[src/rtl/divider_seq_16bit.sv]
// divider_seq_16bit: multi-cycle 16-bit signed divider (restoring shift-subtract).
// Quotient truncates toward zero, remainder takes the dividend's sign.
// Overflow (0x8000 / -1) saturates to 0x7FFF; divide-by-zero saturates by dividend sign.
// Ports:
//   clk, rst_n   - rising-edge clock, asynchronous active-low reset
//   start        - request, accepted only when idle
//   a, b         - dividend / divisor (two's complement), sampled at acceptance
//   busy         - operation in flight
//   done         - one-cycle pulse, q/r/ovfl/div0 valid
//   q, r         - quotient / remainder, held until the next completion
//   ovfl, div0   - quotient saturated / divisor was zero
module divider_seq_16bit (
    input  logic        clk,
    input  logic        rst_n,
    input  logic        start,
    input  logic [15:0] a,
    input  logic [15:0] b,
    output logic        busy,
    output logic        done,
    output logic [15:0] q,
    output logic [15:0] r,
    output logic        ovfl,
    output logic        div0
);

    localparam int unsigned W  = 16;
    localparam int unsigned CW = 5;

    localparam logic [1:0] IDLE = 2'd0;
    localparam logic [1:0] CALC = 2'd1;
    localparam logic [1:0] FIX  = 2'd2;

    localparam logic [CW-1:0] LAST_ITER = CW'(W - 1);
    localparam logic [W-1:0]  MOST_NEG  = 16'h8000;
    localparam logic [W-1:0]  MOST_POS  = 16'h7FFF;
    localparam logic [W-1:0]  MINUS_ONE = 16'hFFFF;

    logic [1:0]    state, state_next;
    logic [W-1:0]  a_reg, a_reg_next;
    logic [W-1:0]  b_reg, b_reg_next;
    logic [W-1:0]  bmag, bmag_next;
    logic [W-1:0]  dvd, dvd_next;
    logic [W:0]    rem, rem_next;
    logic [CW-1:0] cnt, cnt_next;
    logic          sign_q, sign_q_next;
    logic          sign_r, sign_r_next;
    logic          busy_next, done_next, ovfl_next, div0_next;
    logic [W-1:0]  q_next, r_next;

    // One restoring step: shift the next dividend bit in, trial-subtract |b|.
    // rem < |b| <= 0x8000 keeps rem_sh below 2^16, so diff[W] is a clean borrow.
    logic [W:0] rem_sh;
    logic [W:0] diff;
    assign rem_sh = {rem[W-1:0], dvd[W-1]};
    assign diff   = rem_sh - {1'b0, bmag};

    // State and datapath registers
    always_ff @(posedge clk or negedge rst_n) begin
        if (!rst_n) begin
            state  <= IDLE;
            a_reg  <= '0;
            b_reg  <= '0;
            bmag   <= '0;
            dvd    <= '0;
            rem    <= '0;
            cnt    <= '0;
            sign_q <= 1'b0;
            sign_r <= 1'b0;
            busy   <= 1'b0;
            done   <= 1'b0;
            q      <= '0;
            r      <= '0;
            ovfl   <= 1'b0;
            div0   <= 1'b0;
        end else begin
            state  <= state_next;
            a_reg  <= a_reg_next;
            b_reg  <= b_reg_next;
            bmag   <= bmag_next;
            dvd    <= dvd_next;
            rem    <= rem_next;
            cnt    <= cnt_next;
            sign_q <= sign_q_next;
            sign_r <= sign_r_next;
            busy   <= busy_next;
            done   <= done_next;
            q      <= q_next;
            r      <= r_next;
            ovfl   <= ovfl_next;
            div0   <= div0_next;
        end
    end

    // Next-state and next-output logic
    always_comb begin
        state_next  = state;
        a_reg_next  = a_reg;
        b_reg_next  = b_reg;
        bmag_next   = bmag;
        dvd_next    = dvd;
        rem_next    = rem;
        cnt_next    = cnt;
        sign_q_next = sign_q;
        sign_r_next = sign_r;
        busy_next   = busy;
        done_next   = 1'b0;
        q_next      = q;
        r_next      = r;
        ovfl_next   = ovfl;
        div0_next   = div0;

        case (state)
            IDLE: begin
                if (start) begin
                    a_reg_next  = a;
                    b_reg_next  = b;
                    sign_q_next = a[W-1] ^ b[W-1];
                    sign_r_next = a[W-1];
                    // Two's-complement negate of 0x8000 is 0x8000, exact as unsigned.
                    dvd_next    = a[W-1] ? W'(~a + 16'd1) : a;
                    bmag_next   = b[W-1] ? W'(~b + 16'd1) : b;
                    rem_next    = '0;
                    cnt_next    = '0;
                    busy_next   = 1'b1;
                    state_next  = (b == '0) ? FIX : CALC;
                end
            end

            CALC: begin
                if (!diff[W]) begin
                    rem_next = diff;
                    dvd_next = {dvd[W-2:0], 1'b1};
                end else begin
                    rem_next = rem_sh;
                    dvd_next = {dvd[W-2:0], 1'b0};
                end
                cnt_next = cnt + 5'd1;
                if (cnt == LAST_ITER) begin
                    state_next = FIX;
                end
            end

            FIX: begin
                done_next  = 1'b1;
                busy_next  = 1'b0;
                state_next = IDLE;
                if (b_reg == '0) begin
                    q_next    = a_reg[W-1] ? MOST_NEG : MOST_POS;
                    r_next    = a_reg;
                    ovfl_next = 1'b0;
                    div0_next = 1'b1;
                end else if (a_reg == MOST_NEG && b_reg == MINUS_ONE) begin
                    q_next    = MOST_POS;
                    r_next    = '0;
                    ovfl_next = 1'b1;
                    div0_next = 1'b0;
                end else begin
                    // dvd now holds the quotient magnitude, rem the remainder magnitude
                    q_next    = sign_q ? W'(~dvd + 16'd1) : dvd;
                    r_next    = sign_r ? W'(~rem[W-1:0] + 16'd1) : rem[W-1:0];
                    ovfl_next = 1'b0;
                    div0_next = 1'b0;
                end
            end

            default: begin
                state_next = IDLE;
                busy_next  = 1'b0;
            end
        endcase
    end

endmodule

[config.mk]
export PLATFORM = sky130hd
export DESIGN_NAME = divider_seq_16bit
export DESIGN_NICKNAME = d
export VERILOG_FILES = /design/src/rtl/divider_seq_16bit.sv
export SDC_FILE = /design/constraint.sdc
export NUM_CORES = 1
export LEC_CHECK = 0
export BUFFER_PORTS_ARGS = -buffer_cell sky130_fd_sc_hd__buf_2
export CAP_MARGIN = 20
export CORE_ASPECT_RATIO = 0.9
export CORE_MARGIN = 2
export CORE_UTILIZATION = 54
export CTS_CLUSTER_SIZE = 10
export DETAILED_ROUTE_END_ITERATION = 10
export GPL_TIMING_DRIVEN = 1
export PLACE_DENSITY = 0.76
export SYNTH_ARGS = -nofsm -noshare
export SYNTH_HDL_FRONTEND = slang
export SYNTH_SLANG_ARGS = --single-unit
export TNS_END_PERCENT = 10
[constraint.sdc]
create_clock -name clk -period 3.5 [get_ports clk]
set_input_delay 0.525 -clock clk [delete_from_list [all_inputs] [get_ports clk]]
set_output_delay 0.525 -clock clk [all_outputs]
set_load 0.005 [all_outputs]
After elaboration in Yosys (flattened, before gate mapping)
Index checks and enable logic that the tools add are counted.

Word-level logic and storage cells: 70. Register bits after elaboration: 125. Output and inout bits: 36.

Reduce and logical (&&, ||, !) cells: 9. Equality and inequality tests: 7. Multiplexer cells: 27. Bitwise logic cells: 6. Add/subtract/negate cells: 6.

Operators with widths (count): $mux W16 (12); $add A16 B1 Y16 const B (4); $not A16 Y16 (4); $pmux W16 S2 (2); $eq A16 B16 Y1 const B (2); $logic_not A16 Y1 (2); $sub A17 B16 Y17 (1); $pmux W5 S2 (1); $reduce_and A2 Y1 (4); $mux W1 (6); $mux W2 (3); $add A5 B1 Y5 const B (1); $eq A5 B4 Y1 const B (1); $mux W5 (1); $ne A2 B2 Y1 const B (2); $pmux W2 S2 (1); $eq A2 B1 Y1 const B (1); $eq A2 B2 Y1 const B (1); $logic_not A2 Y1 (1); $pmux W1 S2 (1); $reduce_bool A2 Y1 (1); $logic_and A1 B1 Y1 (1); $not A1 Y1 (1); $xor A1 B1 Y1 (1).

Depth between registers and ports, before layout
Depth in word-level cells: 5. Gate-level depth with buffers: 11. Mapped depth without buffers: 10.

Worst setup path after synthesis
No wires, ideal clock.

Kind: flip-flop to flip-flop. Start point: register, netlist name b_reg[0]. End point: register rem[0]. Data arrival time: 2.211 ns. Setup slack: 1.167 ns. Library setup time: 0.122 ns. Stages on the path, launching flop included: 11. Cells stage by stage: dfrtp_1 ha_1 fa_1 nand2b_1 a21oi_1 o21ai_1 o211ai_2 xnor2_2 buf_6 nand2_1 a32o_1.

RTL lines: end signal: assignment (line 81) `rem <= rem_next;`; end: declaration (line 43) `logic [W:0] rem, rem_next;`.

Final worst setup path
Start point: register dvd[15]. End point: register rem[0].

Longest elaborated chain between the ends: 3.

Ends and longest elaborated chain: start: declaration (line 42) `logic [W-1:0] dvd, dvd_next;`; start signal: assignment (line 80) `dvd <= dvd_next;`; $sub A17 B16 Y17 (line 55) `assign diff = rem_sh - {1'b0, bmag};`; $mux W16 (*) (line 130) `if (!diff[W]) begin`; $pmux W16 S2 (*) (line 112) `case (state)`.

Every way passes the cells marked *; elsewhere a longest branch is shown, timed or not. A chain may end at the register's enable or synchronous reset.

==> results.yml <==
timing:
  post-route-min-period_ns: 2.752
  slew_violations: 0
  finalHoldViolCount: 0
  layout_setup_ws_ns: 0.7485
  setup_violations: 0
  holdWs_ns: 0.05645
  slew_headroom: 0.3590
  fin_crit_sh: 0.7861
  setup_tns_ns: 0
  worst_slew_pin_slew_ns: 0.9615
  finClkSkew_ns: 0.01001
  max_freq_mhz: 363.4
  grt_setup_unrepaired: "no"
floorplan:
  core_area_um2: 12830
  die_w_um: 125.6
  die_y_um: 113.4
  start_util: 0.5599
  die-area_um2: 14250
  pin_count: 71
  rows: 39
clock_network:
  cts_tree: "yes"
  cts_num_sinks: 123
  path_clk_slew_ns: 0.05
  insertion_delay_ns: 0.41
  ctsHoldBuffers: 0
  cts_buffers: 17
  cts_max_level: 4
  cts-resized-gates: 0
  cts.path.max_buffers: 2
  cts-root-buf: "clkbuf_16"
  postCtsSetupBuffers: 0
routing:
  vias: 6418
  ant_nets: 0
  initialDrtViolationCount: 691
  routedWlPerCell_um: 17.93
  drc: 0
  firstDrtPassIters: 5
  drt-total-wl_um: 18880
  vias_per_cell: 6.095
power_and_ir_drop:
  power.switching_mw: 3.753
  ir_drop_mv: 0.4553
  p_seq_frac: 0.317
  p_sw_frac: 0.4305
  p_leak_nw: 3.876
  power_per_cell_area_nw_per_um2: 1060
  pwr-share-clk: 0.192
  p_total_mw: 8.719
  p_int_mw: 4.966
  comb_power_share: 0.491
synth:
  synth_cells: 822
  yosys-top-cells-area: "dfrtp_1 43%, nand2_1 9.9%, o21ai_0 4.3%"
  ys_async_sr_fraction: 1.000
  yosys.area.top_type: "dfrtp_1"
  synth_edf_count: 0
  yosysSeqAreaShare: 0.4283
  avgSynthCellArea_um2: 8.742
  ys_ff_latch: 123
  syn_nets: 880
  yosysTopAreaCellShare: 0.4283
  synthFlopType: "dfrtp_1"
  syn-cell-area_um2: 7186
  synth_cell_types: 59
  yosysWarnings: 0
critical_path:
  critPathRequiredTime_ns: 3.80
  cpPeakStageDelay_ns: 0.40
  cpLargestDelayFamily: "compound AO/OA/AOI/OAI gates"
  r2r_slack_ns: 0.75
  critPathKind: "reg2reg"
  critical_path.slowest_cell: "dfrtp_1"
  crit_buf_inv: 2
  path_depth: 11
  cp.arrival_ns: 3.05
  path_cells: "inv_1, ha_1, fa_1, nand2b_1, a21oi_1, o21ai_1, o211ai_2, xnor2_2, buf_4, nand2_1, a32o_1"
  endpoint: "rem[0]$_DFFE_PN0P_"
  r2r-start: "dvd[15]$_DFFE_PN0P_"
  cp_max_fo: 23
  regToRegEndpoint: "rem[0]$_DFFE_PN0P_"
  cp-startpoint: "dvd[15]$_DFFE_PN0P_"
  crit_path_end_kind: "flip-flop"
  cp-start-kind: "flip-flop"
  reg2reg_depth: 11
hold_path:
  hold_class: "in2async"
layout:
  syn2layout_area_growth_pct: 14.47
  final_cells: 1053
  n_antenna_cell: 0
  drive_gt1_frac: 0.1417
  final_net_count: 934
  num-fill-cells: 1094
global_routing:
  grt_pass1_vias: 6011
  grt_max_degree: 58
  grt_overflow: 0
  antenna_found_initial: 0
  grt.total_usage: 0.2765
  grt_first_pass_wirelength_um: 31260
placed_design:
  gp_congestion: 0.8857
  dp.cells: 1021
  port_buffers: 70
  dp_hpwl_um: 13680
  pre_cts_slack_ns: 0.8007
outcome:
  status: "complete, no violations"
flow_run:
  drv_cap: 0
-- logic make-up after synthesis --
group / count (synthesis) / synth area share
flops: 123 / 0.4283
buf+inv: 76 / 0.04179
xor+xnor: 68 / 0.08497
mux: 2 / 0.002786
fa+ha+maj: 23 / 0.04109
compound gates: 206 / 0.1976
simple gates: 324 / 0.2034
-- worst min-delay path by stage --
stage                startpoint                   end  slack [ns]
6_report                  rst_n      q[2]$_DFFE_PN0P_        0.06
4_1_cts                   rst_n     q[15]$_DFFE_PN0P_        0.06
3_5_place_dp   q[0]$_DFFE_PN0P_      q[0]$_DFFE_PN0P_        0.45
5_1_grt                   rst_n      q[0]$_DFFE_PN0P_        0.07
2_1_floorplan             rst_n  a_reg[0]$_DFFE_PN0P_        0.23
3_3_place_gp   q[0]$_DFFE_PN0P_      q[0]$_DFFE_PN0P_        0.45
-- synth_stat cells (3+ instances only) --
master,number
a21o_1,10
a21oi_1,27
a221oi_1,11
a22o_1,15
a22oi_1,13
a32oi_1,4
and3_1,3
buf_1,3
buf_2,5
clkbuf_1,36
dfrtp_1,123
ha_1,22
inv_1,30
nand2_1,190
nand2b_1,18
nand3_1,14
nand4_1,10
nor2_1,41
nor2b_1,6
nor3_1,7
nor3b_1,3
nor4_1,9
o211ai_1,3
o21a_1,5
o21ai_0,62
o21ai_1,6
o22ai_1,5
o311ai_0,7
o311ai_2,4
o31ai_1,16
o41ai_1,4
or3_1,8
or4_1,4
xnor2_1,31
xor2_1,35
-- stage by stage --
stage,utilization,cell area [um^2]
after floorplan,-,7186
after global placement,0.5966,7656
after detailed placement,0.5966,7656
after CTS,0.6409,8225
after global routing,0.6409,8225
final,0.6409,8225
-- power by group through the flow --
stage                     Clock [mW]  Combinational (mW)  Sequential (mW)
after detailed placement           0                4.19             2.76
after global placement             0                4.10             2.72
after floorplan                    0                3.27             2.54
after global routing            1.76                4.76             2.86
after CTS                       1.68                4.24             2.75
final                           1.67                4.28             2.77
-- placed cells by master, fill, tap and decap left out, types with 8 or more instances in the layout --
cell type | netlist | layout
nand3_1 | 14 | 14
xnor2_1 | 31 | 31
clkbuf_16 | 0 | 17
nand4_1 | 10 | 10
o31ai_1 | 16 | 16
a21oi_1 | 27 | 27
xor2_1 | 35 | 35
o21ai_0 | 62 | 62
a21o_1 | 10 | 10
nand2_1 | 190 | 190
a22o_1 | 15 | 15
nor4_1 | 9 | 9
a22oi_1 | 13 | 13
a221oi_1 | 11 | 11
nand2b_1 | 18 | 17
ha_1 | 22 | 22
or3_1 | 8 | 8
buf_2 | 5 | 69
buf_4 | 0 | 11
inv_1 | 30 | 30
nor2_1 | 41 | 41
dfrtp_1 | 123 | 123
-- metal layers --
metal | vias to the layer above | routed length, um | global-route usage | share of wire
met2 | 299 | 8373 | 0.4263 | 0.44
met3 | 44 | 1479 | 0.05769 | 0.078
met5 | - | 0 | 0 | 0
li1 | 2996 | - | - | -
met1 | 3079 | 8669 | 0.3981 | 0.46
met4 | 0 | 355 | 0.08148 | 0.019
-- area by class of cell --
type                    count  area (um^2)  area share
multi-input cells         623         3812      0.4635
clock inverters             6        60.06    0.007301
repair buffers             81        447.9     0.05446
well taps                 164        205.2     0.02495
clock buffers              26        509.2     0.06191
flip-flops and latches    123         3078      0.3742
inverters                  30        112.6     0.01369
Note: power is estimated with default switching activity, not from simulation.
